`config.mk`:
```
export PLATFORM = sky130hd
export DESIGN_NAME = mips_mul_div
export DESIGN_NICKNAME = d
export VERILOG_FILES = /design/src/rtl/mips_mul_div.sv
export SDC_FILE = /design/constraint.sdc
export NUM_CORES = 1
export LEC_CHECK = 0
export ABC_CLOCK_PERIOD_IN_PS = 3450
export BUFFER_PORTS_ARGS = -buffer_cell sky130_fd_sc_hd__buf_2
export CAP_MARGIN = 15
export CORE_AREA = 2 2 177 248
export CTS_CLUSTER_DIAMETER = 80
export DETAILED_ROUTE_END_ITERATION = 10
export DIE_AREA = 0 0 179 250
export HOLD_SLACK_MARGIN = 0.02
export PLACE_DENSITY = 0.52
export SLEW_MARGIN = 20
export SYNTH_ARGS = -nofsm -noshare
export SYNTH_HDL_FRONTEND = slang
export SYNTH_SLANG_ARGS = --single-unit
```
`constraint.sdc`:
```
create_clock -name clk -period 3.45 [get_ports clk]
set_input_delay 0.345 -clock clk [delete_from_list [all_inputs] [get_ports clk]]
set_output_delay 0.345 -clock clk [all_outputs]
set_load 0.02 [all_outputs]
```
`src/rtl/mips_mul_div.sv`:
```
`default_nettype none
// ============================================================================
// Module      : mips_mul_div
// Description : Iterative multiply/divide unit with HI/LO registers for the
//               single-cycle MIPS (MULT, MULTU, DIV, DIVU, MTHI, MTLO).
//               Radix-2 shift-add multiply, restoring shift-subtract divide,
//               STEPS_PER_CYCLE iterations per clock, sign fix-up at the end.
//               Optional macro MULDIV_FAST_ZERO_EN: zero multiply operand or
//               zero divisor goes straight to the fix-up state.
// Revision    : 1.0 - initial release
// ============================================================================
module mips_mul_div #(
  parameter int WIDTH           = 32,
  parameter int STEPS_PER_CYCLE = 1
) (
  input  logic             clk,
  input  logic             reset,
  input  logic             start_in,
  input  logic [1:0]       op_in,
  input  logic [WIDTH-1:0] a_in,
  input  logic [WIDTH-1:0] b_in,
  input  logic             hiWrite_in,
  input  logic             loWrite_in,
  output logic [WIDTH-1:0] hi_out,
  output logic [WIDTH-1:0] lo_out,
  output logic             busy_out,
  output logic             done_out
);

  localparam int c_n     = WIDTH / STEPS_PER_CYCLE;
  localparam int c_cnt_w = (c_n > 1) ? $clog2(c_n) : 1;
  localparam logic [c_cnt_w-1:0] c_last = c_cnt_w'(c_n - 1);

  typedef enum logic [1:0] {
    S_IDLE = 2'd0,
    S_CALC = 2'd1,
    S_FIX  = 2'd2
  } state_t;

  state_t             state_q, state_d;
  logic [c_cnt_w-1:0] cnt_q, cnt_d;
  logic [WIDTH-1:0]   acc_q, acc_d;      // product high half / partial remainder
  logic [WIDTH-1:0]   qr_q, qr_d;        // multiplier -> product low half / quotient
  logic [WIDTH-1:0]   m_q, m_d;          // multiplicand or divisor magnitude
  logic               is_div_q, is_div_d;
  logic               neg_lo_q, neg_lo_d; // negate product / quotient at fix-up
  logic               neg_hi_q, neg_hi_d; // negate remainder at fix-up
  logic [WIDTH-1:0]   hi_q, hi_d;
  logic [WIDTH-1:0]   lo_q, lo_d;
  logic               done_q, done_d;

  logic [WIDTH-1:0]   w_acc, w_qr;
  logic [WIDTH:0]     w_sum, w_rem_sh, w_diff;
  logic [2*WIDTH-1:0] w_prod;
  logic [WIDTH-1:0]   w_a_mag, w_b_mag;
  logic               w_signed;

  // Datapath: STEPS_PER_CYCLE chained radix-2 iterations on the held operands.
  always_comb begin
    w_acc    = acc_q;
    w_qr     = qr_q;
    w_sum    = '0;
    w_rem_sh = '0;
    w_diff   = '0;
    for (int i = 0; i < STEPS_PER_CYCLE; i++) begin
      if (is_div_q) begin
        // Bring in the next dividend bit; keep the difference if no borrow.
        w_rem_sh = {w_acc, w_qr[WIDTH-1]};
        w_diff   = w_rem_sh - {1'b0, m_q};
        if (!w_diff[WIDTH]) begin
          w_acc = w_diff[WIDTH-1:0];
          w_qr  = {w_qr[WIDTH-2:0], 1'b1};
        end else begin
          w_acc = w_rem_sh[WIDTH-1:0];
          w_qr  = {w_qr[WIDTH-2:0], 1'b0};
        end
      end else begin
        // Add multiplicand when the current multiplier bit is set, then shift right.
        w_sum = {1'b0, w_acc} + (w_qr[0] ? {1'b0, m_q} : '0);
        w_acc = w_sum[WIDTH:1];
        w_qr  = {w_sum[0], w_qr[WIDTH-1:1]};
      end
    end
  end

  // Operand magnitudes and the sign-corrected product used at fix-up.
  always_comb begin
    w_signed = ~op_in[0];
    w_a_mag  = (w_signed && a_in[WIDTH-1]) ? -a_in : a_in;
    w_b_mag  = (w_signed && b_in[WIDTH-1]) ? -b_in : b_in;
    w_prod   = {acc_q, qr_q};
    if (neg_lo_q) w_prod = -w_prod;
  end

  // Control FSM and next-state of all registers.
  always_comb begin
    state_d  = state_q;
    cnt_d    = cnt_q;
    acc_d    = acc_q;
    qr_d     = qr_q;
    m_d      = m_q;
    is_div_d = is_div_q;
    neg_lo_d = neg_lo_q;
    neg_hi_d = neg_hi_q;
    hi_d     = hi_q;
    lo_d     = lo_q;
    done_d   = 1'b0;
    case (state_q)
      S_IDLE: begin
        if (start_in) begin
          is_div_d = op_in[1];
          cnt_d    = '0;
          acc_d    = '0;
          state_d  = S_CALC;
          if (op_in[1]) begin
            qr_d     = w_a_mag;
            m_d      = w_b_mag;
            // Divide by zero keeps an all-ones quotient regardless of signs.
            neg_lo_d = w_signed && (a_in[WIDTH-1] ^ b_in[WIDTH-1]) && (b_in != '0);
            neg_hi_d = w_signed && a_in[WIDTH-1];
          end else begin
            qr_d     = w_b_mag;
            m_d      = w_a_mag;
            neg_lo_d = w_signed && (a_in[WIDTH-1] ^ b_in[WIDTH-1]);
            neg_hi_d = 1'b0;
          end
`ifdef MULDIV_FAST_ZERO_EN
          // Preload the registers with what the full iteration would produce.
          if (op_in[1] && (b_in == '0)) begin
            acc_d   = w_a_mag;
            qr_d    = '1;
            state_d = S_FIX;
          end else if (!op_in[1] && ((a_in == '0) || (b_in == '0))) begin
            acc_d   = '0;
            qr_d    = '0;
            state_d = S_FIX;
          end
`endif
        end else begin
          if (hiWrite_in) hi_d = a_in;
          if (loWrite_in) lo_d = a_in;
        end
      end
      S_CALC: begin
        acc_d = w_acc;
        qr_d  = w_qr;
        cnt_d = cnt_q + c_cnt_w'(1);
        if (cnt_q == c_last) state_d = S_FIX;
      end
      S_FIX: begin
        if (is_div_q) begin
          lo_d = neg_lo_q ? -qr_q : qr_q;
          hi_d = neg_hi_q ? -acc_q : acc_q;
        end else begin
          hi_d = w_prod[2*WIDTH-1:WIDTH];
          lo_d = w_prod[WIDTH-1:0];
        end
        done_d  = 1'b1;
        state_d = S_IDLE;
      end
      default: state_d = S_IDLE;
    endcase
  end

  // State registers with asynchronous active-low clear.
  always_ff @(posedge clk or negedge reset) begin
    if (!reset) begin
      state_q  <= S_IDLE;
      cnt_q    <= '0;
      acc_q    <= '0;
      qr_q     <= '0;
      m_q      <= '0;
      is_div_q <= 1'b0;
      neg_lo_q <= 1'b0;
      neg_hi_q <= 1'b0;
      hi_q     <= '0;
      lo_q     <= '0;
      done_q   <= 1'b0;
    end else begin
      state_q  <= state_d;
      cnt_q    <= cnt_d;
      acc_q    <= acc_d;
      qr_q     <= qr_d;
      m_q      <= m_d;
      is_div_q <= is_div_d;
      neg_lo_q <= neg_lo_d;
      neg_hi_q <= neg_hi_d;
      hi_q     <= hi_d;
      lo_q     <= lo_d;
      done_q   <= done_d;
    end
  end

  assign hi_out   = hi_q;
  assign lo_out   = lo_q;
  assign busy_out = (state_q != S_IDLE);
  assign done_out = done_q;

endmodule
`default_nettype wire

```
==> flow_metrics.py <==
metrics = {
    "run_status": {
        "status": "complete, no violations",
    },
    "setup_path": {
        "rr_endpoint": "acc_q[31]",
        "start_kind": "flip-flop",
        "r2r_setup_slack_ps": 60,
        "required_ps": 3800,
        "ff2ff_path_depth": 14,
        "arrival_ps": 3740,
        "critical_path_class": "flip-flop to flip-flop",
        "rr_startpoint": "qr_q[0]",
        "crit_path_end_kind": "flip-flop",
        "path_max_fanout": 12,
    },
    "clock_tree": {
        "cts_made_buffers": 17,
        "cts-root-buf": "clkbuf_16",
        "htreeDepth": 4,
        "path_clk_slew_ps": 80,
        "max-clock-path-buffers": 2,
        "clock_latency_ps": 480,
        "clock_sinks": 171,
        "cts_tree": "yes",
    },
    "synth": {
        "ys_types": 66,
        "ys_ff_latch": 171,
        "synth_edf_count": 0,
        "synth_warnings": 0,
        "netlist_area_um2": 14800,
        "ys_seq_area_share_pct": 29.0,
        "async_flop_share_pct": 100,
        "synth_cells": 1867,
        "avgSynthCellArea_um2": 7.90,
        "ys_dominant_reg_cell": "dfrtp_1",
        "synthesis.nets": 2010,
    },
    "die": {
        "die_x_um": 179,
        "die_y_um": 250,
        "die_area_um2": 44800,
        "start_util_pct": 34.6,
        "row_count": 90,
        "coreArea_um2": 42700,
        "pin_count": 137,
    },
    "drt": {
        "wl_per_cell_um": 23.6,
        "ant_nets": 0,
        "vias": 15127,
        "drc": 0,
        "viasPerCell": 5.77,
        "wirelength_um": 61800,
        "drt_iter0_markers": 1311,
        "dr.pass1.iters": 7,
    },
    "final_layout": {
        "final_core_util_pct": 41.2,
        "design_area_um2": 17600,
        "drive_gt1_share_pct": 16.8,
        "area_growth_syn_to_layout_pct": 19.3,
        "layout_common_cells": "o21ai_0 (202), nand2_1 (194), dfrtp_1 (170)",
        "fillers": 4350,
        "nets": 2197,
        "multiInputGateArea_um2": 9850,
        "final_common_cell": "o21ai_0",
        "final_cells": 2620,
        "seqCellArea_um2": 4280,
    },
    "global_route": {
        "antenna_found_initial": 1,
        "grt_pass1_wl_um": 91900,
        "gr-total-overflow": 0,
        "grt_max_degree": 95,
        "grt_pass1_vias": 14899,
        "grt_usage_pct": 27.6,
    },
    "min_path": {
        "hold_end": "m_q[31]",
        "worstHoldStart": "b_in[31]",
        "min_path_type": "input pin to flip-flop",
        "hold_depth": 3,
    },
    "timing": {
        "slew_viol_final": 0,
        "setup_viol": 0,
        "fin_skew_ps": 29.1,
        "rsz0062_at_grt": "no",
        "fin_crit_sh_pct": 98.2,
        "maxSlewHeadroom_pct": 35.1,
        "worst_pin_slew_ps": 971,
        "hold_viol_final": 0,
        "max_freq_mhz": 295,
        "period_minus_slack_ps": 3390,
    },
    "run": {
        "maxCapViolCount": 0,
    },
    "placement": {
        "dp.cells": 2582,
        "gp_congestion": 0.936,
        "hpwl_um": 49500,
        "dpl_cell_area_um2": 16900,
        "portBuffers": 136,
    },
    "power_and_ir_drop": {
        "leakagePower_nw": 7.46,
        "ir_worst_vdd_uv": 488,
        "power.density_nw_per_um2": 1150,
    },
}
-- metrics by stage --
| step | hold slack (ps) | TNS (ps) | total power, W | setup WS [ps] |
|---|---|---|---|---|
| CTS | 236 | 0 | 0.0201 | 52.9 |
| detailed placement | 460 | -97.9 | 0.0179 | -97.9 |
| global placement | 459 | -113 | 0.0178 | -113 |
| global route | 263 | 0 | 0.0218 | 0.269 |
| floorplan | 49.4 | 0 | 0.0128 | 327 |
| finish | 265 | 0 | 0.0203 | 62.1 |
-- Yosys cell counts (3+ instances only) --
cell type	count	area (um2)
o21a_1	8	60.1
xor2_1	73	639
o211ai_1	20	150
inv_1	63	236
clkbuf_1	96	360
or3_1	23	144
mux2_2	4	45.0
a21oi_1	158	791
o31a_1	4	35.0
nor2b_1	25	156
o22ai_1	4	25.0
o21ai_0	208	1040
a221oi_1	7	61.3
mux2i_1	99	991
a22oi_1	22	165
nor4_1	20	125
a31o_2	3	26.3
dfrtp_1	171	4280
o221ai_1	8	70.1
nor3_1	33	165
ha_1	70	876
or4_1	11	82.6
a211oi_1	42	315
nand2_1	195	732
o21ai_1	4	20.0
and2_1	8	50.1
o41ai_1	9	78.8
buf_1	15	56.3
xnor2_1	90	788
o31ai_1	30	225
and3_1	10	62.6
or2_2	4	25.0
a31oi_1	27	169
o21bai_1	9	67.6
nand2b_1	20	125
a21o_1	30	225
nand3_1	34	170
a221o_1	3	30.0
nand3b_1	8	60.1
nor3b_1	5	37.5
nand4_1	9	56.3
nor2_1	148	556
-- area by class of cell --
cell class	instances	area share (%)
antenna	1	0.0142
clock buffer	17	2.42
clock inverter	15	1.29
inverter	63	1.34
multi-input combinational	1518	56.0
sequential	171	24.3
tap	552	3.92
timing repair buffer	283	10.7
-- cell families (layout without fill, tap and decap cells) --
| logic type | count (synthesis) | in the layout | synth area share, % |
|---|---|---|---|
| AOI/OAI and AO/OA | 616 | 616 | 25.4 |
| xor gates and xnor gates | 163 | 163 | 9.68 |
| adders and majority gates | 72 | 72 | 6.21 |
| buffers and inverters | 178 | 378 | 4.62 |
| DFF | 171 | 171 | 29.0 |
| muxes | 103 | 103 | 7.02 |
| other | 0 | 1 | 0 |
| and+or+nand+nor | 564 | 564 | 18.1 |
-- timing repair --
item,CTS,global route
hold buffers,1,0
pin swaps,0,2
resized for setup,3,11
endpoints found under the setup margin,2,18
endpoints found under the hold margin,77,0
setup buffers,0,4
-- worst max path at each step --
stage | from | to | slack, ps | cells past startpoint
after floorplan | qr_q[31] | acc_q[23] | 330 | 14
after CTS | acc_q[0] | acc_q[31] | 50 | 13
after global routing | qr_q[0] | acc_q[25] | 0.3 | 15
after global placement | qr_q[0] | acc_q[30] | -110 | 14
after detailed placement | qr_q[0] | acc_q[30] | -100 | 14
final | qr_q[0] | acc_q[31] | 60 | 14
-- layer usage --
metal / track usage [%] / vias up / wire length, um
met2: 49.2 / 464 / 31800
li1: - / 7134 / -
met1: 30.0 / 7362 / 23100
met4: 19.5 / 2 / 4990
met5: 0 / - / 12
met3: 2.93 / 165 / 1930
-- state kept, by name, indices dropped and copies added (netlist names) --
register  count
acc_q        32
hi_out       32
lo_out       32
m_q          32
qr_q         32
cnt_q         5
state_q       2
done_out      1
is_div_q      1
neg_hi_q      1
neg_lo_q      1
-- critical path, stage by stage, from the launching register on --
cell,delay [ps]
dfrtp_1,410
inv_1,140
buf_12,150
buf_4,180
buf_4,210
nor2_1,70
ha_1,360
a21o_1,230
a21oi_1,230
o211ai_1,120
a31oi_1,270
o31ai_1,160
a21o_1,200
a211o_1,290
a32o_1,240
-- power breakdown --
group | leakage [nW] | internal, W | switching [W]
combinational | 5.10 | 0.00568 | 0.00842
sequential | 2.04 | 0.00303 | 0.00103
clock | 0.315 | 0.00104 | 0.00111
No activity file was read; power rests on OpenSTA's default activity.
